File: config.mk
export PLATFORM = sky130hd
export DESIGN_NAME = final_adder_arbiter
export DESIGN_NICKNAME = d
export VERILOG_FILES = /design/src/rtl/final_adder_arbiter.sv
export SDC_FILE = /design/constraint.sdc
export NUM_CORES = 1
export LEC_CHECK = 0
export ABC_AREA = 1
export BUFFER_PORTS_ARGS = -buffer_cell sky130_fd_sc_hd__buf_4
export CAP_MARGIN = 10
export CORE_AREA = 2 2 466 468
export DETAILED_ROUTE_END_ITERATION = 12
export DIE_AREA = 0 0 468 470
export GPL_TIMING_DRIVEN = 0
export PLACE_DENSITY = 0.3
export SLEW_MARGIN = 20
export SYNTH_ARGS = -nofsm -noshare
export SYNTH_HDL_FRONTEND = slang
export SYNTH_SLANG_ARGS = --single-unit
File: constraint.sdc
create_clock -name clk -period 2.2 [get_ports clk]
set_clock_uncertainty 0.05 [all_clocks]
set_input_delay 0 -clock clk [delete_from_list [all_inputs] [get_ports clk]]
set_output_delay 0 -clock clk [all_outputs]
set_load 0.01 [all_outputs]
File: src/rtl/final_adder_arbiter.sv
`default_nettype none
// ============================================================================
// Module      : final_adder_arbiter
// Description : Round-robin share of one carry-propagate final adder between
//               two reduction lanes, with a one-entry result buffer per lane.
// Revision    : 1.0
// ============================================================================
module final_adder_arbiter #(
   parameter int WIDTH = 128,
   parameter int CNT_W = 32
) (
   input  logic             clk,
   input  logic             rstn,
   input  logic             req0_valid,
   output logic             req0_ready,
   input  logic [WIDTH-1:0] req0_a,
   input  logic [WIDTH-1:0] req0_b,
   input  logic             req1_valid,
   output logic             req1_ready,
   input  logic [WIDTH-1:0] req1_a,
   input  logic [WIDTH-1:0] req1_b,
   output logic [WIDTH-1:0] add_a,
   output logic [WIDTH-1:0] add_b,
   input  logic [WIDTH-1:0] add_s,
   input  logic             add_c,
   output logic             rsp0_valid,
   input  logic             rsp0_ready,
   output logic [WIDTH-1:0] rsp0_sum,
   output logic             rsp0_carry,
   output logic             rsp1_valid,
   input  logic             rsp1_ready,
   output logic [WIDTH-1:0] rsp1_sum,
   output logic             rsp1_carry,
   output logic [CNT_W-1:0] ops_done
);

   logic r_op_vld;
   logic r_op_tag;
   logic r_last;
   logic w_tgt_free;
   logic w_adv;
   logic w_can_load;
   logic w_grant0;
   logic w_grant1;
   logic w_acc0;
   logic w_acc1;
   logic w_hs0;
   logic w_hs1;

   // r_last = 1 means lane 1 won the previous transfer, so lane 0 wins a tie.
   always_comb begin
      w_tgt_free = r_op_tag ? (!rsp1_valid || rsp1_ready) : (!rsp0_valid || rsp0_ready);
      w_adv      = r_op_vld && w_tgt_free;
      w_can_load = !r_op_vld || w_adv;
      w_grant0   = req0_valid && (!req1_valid || r_last);
      w_grant1   = req1_valid && (!req0_valid || !r_last);
      w_hs0      = rsp0_valid && rsp0_ready;
      w_hs1      = rsp1_valid && rsp1_ready;
   end

   assign w_acc0     = rstn && w_can_load && w_grant0;
   assign w_acc1     = rstn && w_can_load && w_grant1;
   assign req0_ready = w_acc0;
   assign req1_ready = w_acc1;

   always_ff @(posedge clk or negedge rstn) begin
      if (!rstn) begin
         r_op_vld   <= 1'b0;
         r_op_tag   <= 1'b0;
         r_last     <= 1'b1;
         add_a      <= '0;
         add_b      <= '0;
         rsp0_valid <= 1'b0;
         rsp0_sum   <= '0;
         rsp0_carry <= 1'b0;
         rsp1_valid <= 1'b0;
         rsp1_sum   <= '0;
         rsp1_carry <= 1'b0;
         ops_done   <= '0;
      end else begin
         if (w_acc0 || w_acc1) begin
            r_op_vld <= 1'b1;
            r_op_tag <= w_acc1;
            r_last   <= w_acc1;
            add_a    <= w_acc1 ? req1_a : req0_a;
            add_b    <= w_acc1 ? req1_b : req0_b;
         end else if (w_adv) begin
            r_op_vld <= 1'b0;
         end

         // A refill on the same edge as a drain keeps the buffer valid.
         if (w_adv && !r_op_tag) begin
            rsp0_valid <= 1'b1;
            rsp0_sum   <= add_s;
            rsp0_carry <= add_c;
         end else if (w_hs0) begin
            rsp0_valid <= 1'b0;
         end

         if (w_adv && r_op_tag) begin
            rsp1_valid <= 1'b1;
            rsp1_sum   <= add_s;
            rsp1_carry <= add_c;
         end else if (w_hs1) begin
            rsp1_valid <= 1'b0;
         end

         ops_done <= ops_done + CNT_W'(w_hs0) + CNT_W'(w_hs1);
      end
   end

endmodule
`default_nettype wire
==> qor.yml, run 1 <==
detailed_routing:
  drt-total-wl_um: 183000
  drt_iter0_drc: 1512
  dr.pass1.iters: 5
  vias: 30600
  vias_per_cell: 3.67
  drc_errors: 0
  wl_per_cell_um: 21.9
  antenna_left: 0
floorplanning:
  die-area_um2: 220000
  initial_core_util_pct: 12.1
  fp.dieH_um: 470
  fp.coreArea_um2: 216000
  die_w_um: 468
  rows: 171
  ios: 1197
pwr:
  powerDensity_nw_per_um2: 1170
  power_mw: 57.7
  leakage_nw: 26.1
  ir_drop_v: 0.000497
final_layout:
  nFillCells: 24300
  regArea_um2: 13800
  drive_gt1_share_pct: 28.0
  mostFrequentLayoutCells: "1223 x buf_4, 1104 x nand2_1, 671 x dlygate4sd3_1"
  syn_to_final_growth_pct: 88.7
  nets: 6055
  final_common_cell: "buf_4"
  multiInputGateArea_um2: 9000
synth:
  yosys.area.top_type: "dfrtp_1"
  ys.warnings.count: 0
  seq_area_frac_synth_pct: 52.7
  yosysTopAreaCellShare_pct: 52.6
  syn_inst: 3425
  synth_seq_cells: 551
  synth.avg_cell_area_um2: 7.64
  synth_area_um2: 26200
  netlist-cell-type-count: 24
  synthTopCellsByArea: "dfrtp_1 53%, nand2_1 16%, inv_1 9.6%"
  syn_nets: 4074
  synthFlopType: "dfrtp_1"
  synth_edf_count: 0
  synth-async-reset-ratio_pct: 100
clock_tree:
  clk_pin_slew_worst_paths_ps: 60
  numCtsBuffers: 80
  clk_latency_ps: 690
  cts.sinks: 551
  clockBufferDepth: 3
  htreeDepth: 3
  cts_tree: "built"
  root_buffer: "clkbuf_16"
run:
  maxCapViolations: 0
timing:
  max_freq_ghz: 0.467
  setup-violations-final: 0
  finalMaxSlewViolations: 0
  fin_ws_ps: 60.0
  slew_headroom_pct: 54.8
  period_share_pct: 97.3
  finalCriticalPeriod_ps: 2140
  tightestPinTransition_ps: 678
  rsz0062_at_grt: "yes"
  finalHoldViolations: 0
global_route:
  grt_overflow: 0
  grt_max_degree: 78
  first_global_vias: 32300
  antenna_found_initial: 33
  grt_pass1_wl_um: 252000
  grt_use_total_pct: 16.1
run_status:
  status: "complete, no violations"
critical_path:
  crit_path_start_kind: "flop"
  arrival_ps: 2660
  required_ps: 2720
  worstSetupEndpointType: "flop"
  cp_max_fo: 10
  critPathKind: "reg -> reg"
worst_hold_path:
  worstHoldPathType: "in -> async"
place:
  io_buffers: 1196
  place_hpwl_um: 148000
  place_ws_ps: -2060
  place.gp.congestion: 0.876
path summary, 6_finish.rpt:
kind | endpoint | slack (ps) | startpoint | cells past startpoint
setup / recovery | add_b[8] | 60 | rsp1_valid | 9
hold / removal | rsp0_sum[8] | 90 | rstn | 5
setup reg to reg | add_b[8] | 60 | rsp1_valid | 9
hold reg to reg | add_b[113] | 430 | add_b[113] | 2
max in group asynchronous | add_b[81] | 750 | rstn | 7
min in group clk | rsp1_sum[6] | 100 | add_s[6] | 4
report_power, final:
group | switching [mW] | internal, mW
Sequential | 3.05 | 14.9
Clock | 5.69 | 7.97
Combinational | 15.3 | 10.8
Total | 24.1 | 33.6
through the flow:
| stage | hold slack [ps] | utilization [%] | setup TNS, ps | std cells | cell area, um2 |
|---|---|---|---|---|---|
| 6_report | 93.7 | 22.9 | 0 | 8339 | 49400 |
| 3_5_place_dp | -108 | 18.1 | -505800 | 7484 | 39000 |
| 4_1_cts | -122 | 22.8 | -34.8 | 8324 | 49200 |
| 3_3_place_gp | 243 | 18.0 | -5292300 | 7475 | 38700 |
| 2_1_floorplan | -346 | - | 0 | 3425 | 26200 |
| 5_1_grt | 53.8 | 22.9 | -146 | 8335 | 49400 |
worst max-delay path, stage by stage (launching register included):
cell and delay, ps:
dfrtp_1 400, nand2_2 120, nand2_2 70, nand3_4 170, buf_4 140, buf_4 130, buf_8 170, nand4_1 430
nand3_1 240, nand2_1 60
layout make-up:
cell class	count	area share, %
clock inverter	25	0.844
clock buffer	120	4.62
sequential	551	27.9
antenna	16	0.0811
tap	2854	7.23
inverter	674	5.13
multi-input combinational	1975	18.2
timing repair buffer	1904	33.4
buffer	220	2.57
kinds of logic (layout without fill, tap and decap cells):
group | Yosys count | after routing | synth area share, %
AOI/OAI and AO/OA | 263 | 263 | 5.06
xor gates and xnor gates | 18 | 18 | 0.602
adders and majority gates | 2 | 2 | 0.124
buffers and inverters | 899 | 2943 | 13.3
DFF | 551 | 551 | 52.7
other | 0 | 16 | 0
and+or+nand+nor | 1692 | 1692 | 28.2
what timing repair did:
| item | CTS | global route |
|---|---|---|
| pin swaps | 7 | 5 |
| gates cloned | 2 | 0 |
| gates resized for setup | 124 | 94 |
| buffers inserted | 12 | 0 |
| hold endpoints to repair | 876 | 26 |
| setup endpoints to repair | 510 | 226 |
| hold buffers | 683 | 2 |
synth_stat cells (all sizes together), types with 2 or more instances:
library cell / count
nand2: 1110
inv: 674
dfrtp: 550
nand3: 273
nand4: 261
o21ai: 261
clkbuf: 134
buf: 91
nor2: 29
nor3: 14
xor2: 14
xnor2: 4
nand3b: 3
a21boi: 2
and3: 2
routing by layer:
metal | vias up | wire length [um] | track usage (%) | share of wire (%)
met2 | 1078 | 89400 | 27.9 | 49
li1 | 14600 | - | - | -
met4 | 12 | 5220 | 4.90 | 2.9
met5 | - | 70 | 0 | 0.038
met3 | 183 | 13500 | 4.46 | 7.4
met1 | 14700 | 74700 | 19.0 | 41
flip-flops by register name, summed over array words and instances, names as in the netlist:
register and count:
add_a 128, add_b 128, rsp0_sum 128, rsp1_sum 128, ops_done 32, r_last 1, r_op_tag 1, r_op_vld 1
rsp0_carry 1, rsp0_valid 1, rsp1_carry 1, rsp1_valid 1
Note: power is estimated with default switching activity, not from simulation.
==> run 2, diff against run 1 <==
--- a/config.mk
+++ b/config.mk
@@ -12,7 +12,7 @@
 export DETAILED_ROUTE_END_ITERATION = 12
 export DIE_AREA = 0 0 468 470
 export GPL_TIMING_DRIVEN = 0
-export PLACE_DENSITY = 0.3
+export PLACE_DENSITY_LB_ADDON = 0.1
 export SLEW_MARGIN = 20
 export SYNTH_ARGS = -nofsm -noshare
 export SYNTH_HDL_FRONTEND = slang
==> run 2 against run 1 <==
Global-route usage fell by 0.090 points. Critical endpoint is now add_a[58]. Fmax rose by 2.6%. Sequential share of layout area fell by 0.30 points. Non-clock buffer count rose by 40. Cell area rose by 1.1%. Via count barely moved.
==> qor.yml, run 2 (synthesized netlist as in run 1, its figures left out) <==
timing:
  whs_ps: 103
  slew_headroom_pct: 55.8
  finalMaxSlewViolations: 0
  max_freq_ghz: 0.479
  finalCriticalPeriod_ps: 2090
  period_share_pct: 94.8
  rsz0062_at_grt: "yes"
  finalHoldViolations: 0
  setup-violations-final: 0
  setup-tns-final_ps: 0
  tightestPinTransition_ps: 664
place:
  place_hpwl_um: 143000
  place.gp.congestion: 0.830
  dpl.cell_count: 7485
  dpl_cell_area_um2: 39000
  io_buffers: 1196
detailed_routing:
  wl_per_cell_um: 21.5
  drt_iter0_drc: 1363
  drc_errors: 0
  vias: 30600
  vias_per_cell: 3.65
  dr.pass1.iters: 5
  drt-total-wl_um: 180000
  antenna_left: 0
floorplanning:
  ios: 1197
  initial_core_util_pct: 12.1
  rows: 171
  die-area_um2: 220000
  die_w_um: 468
  fp.coreArea_um2: 216000
  fp.dieH_um: 470
global_route:
  grt_max_degree: 81
  antenna_found_initial: 54
  grt_overflow: 0
  first_global_vias: 32700
  grt_pass1_wl_um: 251000
  grt_use_total_pct: 16.0
pwr:
  ir_drop_v: 0.000588
  power_mw: 57.8
  leakage_nw: 26.3
  powerDensity_nw_per_um2: 1160
final_layout:
  nFillCells: 24300
  mostFrequentLayoutCells: "1238 x buf_4, 1104 x nand2_1, 713 x dlygate4sd3_1"
  layout.cells.non_filler: 8389
  drive_gt1_share_pct: 28.2
  nets: 6096
  finalInstanceArea_um2: 49900
  final_common_cell: "buf_4"
  syn_to_final_growth_pct: 90.7
clock_tree:
  htreeDepth: 3
  cts_tree: "built"
  numCtsBuffers: 81
  clk_latency_ps: 710
  root_buffer: "clkbuf_16"
  cts.sinks: 551
  clk_pin_slew_worst_paths_ps: 60
  clockBufferDepth: 3
run:
  maxCapViolations: 0
worst_hold_path:
  worstHoldPathType: "in -> reg"
critical_path:
  cp_max_fo: 19
  worstSetupEndpointType: "flop"
  ff2ff_setup_slack_ps: 110
  required_ps: 2740
  critPathKind: "reg -> reg"
  arrival_ps: 2630
  crit_path_start_kind: "flop"
run_status:
  status: "complete, no violations"
-- run 2: changes by cell type in the layout (fill, tap and decap cells not counted), moves of 15 or more --
cell           previous run  this run
buf_4                  1223      1238
diode_2                  16        31
buf_2                    33         8
dlygate4sd3_1           671       713
buf_6                    13        31
clkbuf_1                 89        70
-- run 2: critical path, cell delays in order, from the launching register on --
cell	delay [ps]
dfstp_2	370
a21boi_2	300
clkbuf_2	200
buf_12	200
clkbuf_1	480
nand4_1	160
nand3_1	140
nand2_1	60
-- run 2: power by group --
part           leakage [nW]  total, mW  internal (mW)  switching, mW
logic                  18.2       26.5           11.1           15.4
registers              6.81       17.9           14.9           3.00
clock network          1.31       13.4           7.75           5.67
-- run 2: final cells by class --
type | instances | area (um2) | area share, %
diodes | 31 | 77.6 | 0.155
repair buffers | 1942 | 16700 | 33.5
clock buffers | 119 | 2370 | 4.75
well taps | 2854 | 3570 | 7.15
clock inverters | 21 | 290 | 0.581
multi-input cells | 1975 | 9040 | 18.1
plain buffers | 222 | 1520 | 3.05
inverters | 674 | 2540 | 5.08
flip-flops and latches | 551 | 13800 | 27.6
-- run 2: routing by layer --
layer  track usage, %  share of wire, %  vias up
li1                 -                 -    14700
met1             18.7                41    14700
met2             28.5                50      992
met3             4.41               6.9      195
met4             4.08               2.3       16
met5                0             0.060        -
-- run 2: worst paths after layout --
| check | from | to | cells after the start |
|---|---|---|---|
| min | add_s[13] | rsp0_sum[13] | 4 |
| max reg2reg | r_last | add_a[58] | 7 |
| max | r_last | add_a[58] | 7 |
| min reg2reg | add_a[68] | add_a[68] | 2 |
| max in group asynchronous | rstn | add_b[60] | 11 |
| min in group asynchronous | rstn | ops_done[21] | 7 |
-- run 2: what timing repair did --
action / 4_1_cts / 5_1_grt
buffers inserted: 10 / 3
endpoints found under the hold margin: 890 / 0
hold buffers: 722 / 0
cloned: 1 / 0
endpoints found under the setup margin: 509 / 404
pin swaps: 5 / 5
resized for setup: 202 / 116
-- run 2: stage by stage --
step                worst slack [ps]  utilization (%)
floorplan                        266                -
global placement               -7510             18.0
detailed placement             -1480             18.1
CTS                             -139             23.0
global route                   -35.5             23.1
finish                           113             23.1
==> run 3, diff against run 2 <==
--- a/config.mk
+++ b/config.mk
@@ -11,7 +11,7 @@
 export CORE_AREA = 2 2 466 468
 export DETAILED_ROUTE_END_ITERATION = 12
 export DIE_AREA = 0 0 468 470
-export GPL_TIMING_DRIVEN = 0
+export GPL_TIMING_DRIVEN = 1
 export PLACE_DENSITY_LB_ADDON = 0.1
 export SLEW_MARGIN = 20
 export SYNTH_ARGS = -nofsm -noshare
==> run 3 against run 2 <==
Die area stayed put. Cell area is 0.52% lower. Sequential cell count stayed put. Total power is 2.4% lower. Clock power hardly changed. Fmax is 0.54% lower. Critical path depth is 2 higher. Sequential share of layout area is 0.14 points higher. Register-to-register slack better by 20 ps. First-iteration DRC count is 7.2% lower. Final cell count is 1.1% lower. Highest routed layer unchanged. Utilization is 0.12 points lower.
==> qor.yml, run 3 (synthesized netlist as in run 1, its figures left out) <==
pwr:
  ir_drop_v: 0.000457
  powerDensity_nw_per_um2: 1140
  leakage_nw: 26.2
floorplanning:
  die_w_um: 468
  fp.coreArea_um2: 216000
  ios: 1197
  die-area_um2: 220000
  initial_core_util_pct: 12.1
  rows: 171
  fp.dieH_um: 470
critical_path:
  arrival_ps: 2590
  critPathKind: "in -> reg"
  reg2reg_depth: 11
  worstSetupEndpointType: "flop"
  crit_path_top_delay_cell: "dlygate4sd3_1"
  critical-path-top-delay-family: "buffers and inverters"
  cp.depth: 9
  crit_path_start_kind: "input pin"
  cp_cell_sequence: "dlygate4sd3_1 -> dlygate4sd3_1 -> buf_8 -> buf_12 -> buf_12 -> buf_4 -> nand4_1 -> nand3_1 -> nand2_1"
  timing.critical_path.buf_inv: 6
  slowest_delay_ps: 580
  required_ps: 2690
  cp_max_fo: 28
place:
  place.gp.congestion: 0.797
  place_hpwl_um: 124000
  place_ws_ps: 87.0
  io_buffers: 1196
  dpl_cell_area_um2: 39800
clock_tree:
  cts_tree: "built"
  numCtsBuffers: 79
  clk_pin_slew_worst_paths_ps: 60
  htreeDepth: 3
  clk_latency_ps: 710
  cts.sinks: 551
  clockBufferDepth: 3
  root_buffer: "clkbuf_16"
timing:
  fin_ws_ps: 102
  slew_headroom_pct: 45.3
  max_freq_ghz: 0.477
  setup-violations-final: 0
  setup-tns-final_ps: 0
  rsz0062_at_grt: "no"
  finalMaxSlewViolations: 0
  tightestPinTransition_ps: 821
  whs_ps: 70.5
  period_share_pct: 95.4
  finalCriticalPeriod_ps: 2100
  finalHoldViolations: 0
global_route:
  use_met3_pct: 4.61
  grt.busiest_layer: "met2"
  first_global_vias: 31300
  grt_overflow: 0
  grt_max_degree: 115
  grt_pass1_wl_um: 227000
  antenna_found_initial: 43
  grt_use_total_pct: 14.1
  grtUsageMet2_pct: 23.7
  grtUsageMet1_pct: 16.7
detailed_routing:
  drc_errors: 0
  vias_per_cell: 3.56
  wl_per_cell_um: 19.2
  drt-total-wl_um: 160000
  vias: 29500
  dr.pass1.iters: 5
  antenna_left: 0
  drt_iter0_drc: 1265
worst_hold_path:
  worstHoldPathType: "in -> reg"
  hold-path-cell-count: 7
run_status:
  status: "complete, no violations"
final_layout:
  syn_to_final_growth_pct: 89.7
  mostFrequentLayoutCells: "1316 x buf_4, 1108 x nand2_1, 697 x dlygate4sd3_1"
  finalInstanceArea_um2: 49700
  final_common_cell: "buf_4"
  drive_gt1_share_pct: 27.9
  nets: 6003
  nFillCells: 24200
run:
  maxCapViolations: 0
run 3: changes by cell type in the layout (fill, tap and decap cells not counted), moves of 6 or more:
| cell | before | now |
|---|---|---|
| buf_16 | 11 | 1 |
| dlygate4sd3_1 | 713 | 697 |
| buf_4 | 1238 | 1316 |
| buf_2 | 8 | 0 |
| clkbuf_1 | 70 | 24 |
| clkbuf_4 | 23 | 0 |
| clkbuf_2 | 67 | 0 |
| buf_6 | 31 | 1 |
| buf_12 | 17 | 54 |
| diode_2 | 31 | 25 |
run 3: metal layers:
metal  share of wire (%)  up-vias  routed length [um]
met2                  48      945               75800
met5               0.055        -                  88
met3                 7.9      199               12500
met4                 3.2       14                5030
li1                    -    14500                   -
met1                  41    13900               66100
run 3: final cells by class:
class | instances | area [um2] | area share, %
Clock buffer | 121 | 2310 | 4.66
Sequential cell | 551 | 13800 | 27.8
Clock inverter | 20 | 317 | 0.637
Tap cell | 2854 | 3570 | 7.19
Antenna cell | 25 | 62.6 | 0.126
Timing Repair Buffer | 2073 | 18100 | 36.4
Multi-Input combinational cell | 1975 | 8990 | 18.1
Inverter | 674 | 2550 | 5.13
run 3: power breakdown:
part / leakage, nW / internal [mW] / switching, mW
logic: 18.1 / 11.3 / 14.1
clock network: 1.28 / 7.67 / 5.56
registers: 6.81 / 14.9 / 2.95
run 3: what timing repair did:
item | CTS | global route
hold buffers | 698 | 0
setup endpoints to repair | 2 | 202
pin swaps | 2 | 2
resized for setup | 9 | 7
endpoints found under the hold margin | 1061 | 0
buffers inserted | 7 | 5
gates cloned | 2 | 0
run 3: worst paths after layout:
path | slack, ps | from | end
setup / recovery | 100 | rstn | add_b[1]
hold / removal | 70 | req0_valid | r_last
setup reg to reg | 130 | r_last | add_b[44]
hold reg to reg | 430 | add_a[28] | add_a[28]
max in group asynchronous | 480 | rstn | rsp0_sum[91]
min in group asynchronous | 410 | rstn | rsp0_sum[115]
run 3: worst reg2reg max path, delay by kind of cell (launching register included):
kind / cells / cell delay (ps)
DFF: 1 / 520
buffers and inverters: 6 / 920
AOI/OAI and AO/OA: 1 / 50
and+or+nand+nor: 4 / 380
run 3: per-stage QoR:
| stage | util (%) | power, mW | std cells |
|---|---|---|---|
| 2_1_floorplan | - | 27.0 | 3425 |
| 3_3_place_gp | 18.4 | 42.8 | 7416 |
| 3_5_place_dp | 18.4 | 42.7 | 7416 |
| 4_1_cts | 23.0 | 57.9 | 8264 |
| 5_1_grt | 23.0 | 60.8 | 8288 |
| 6_report | 23.0 | 56.4 | 8293 |
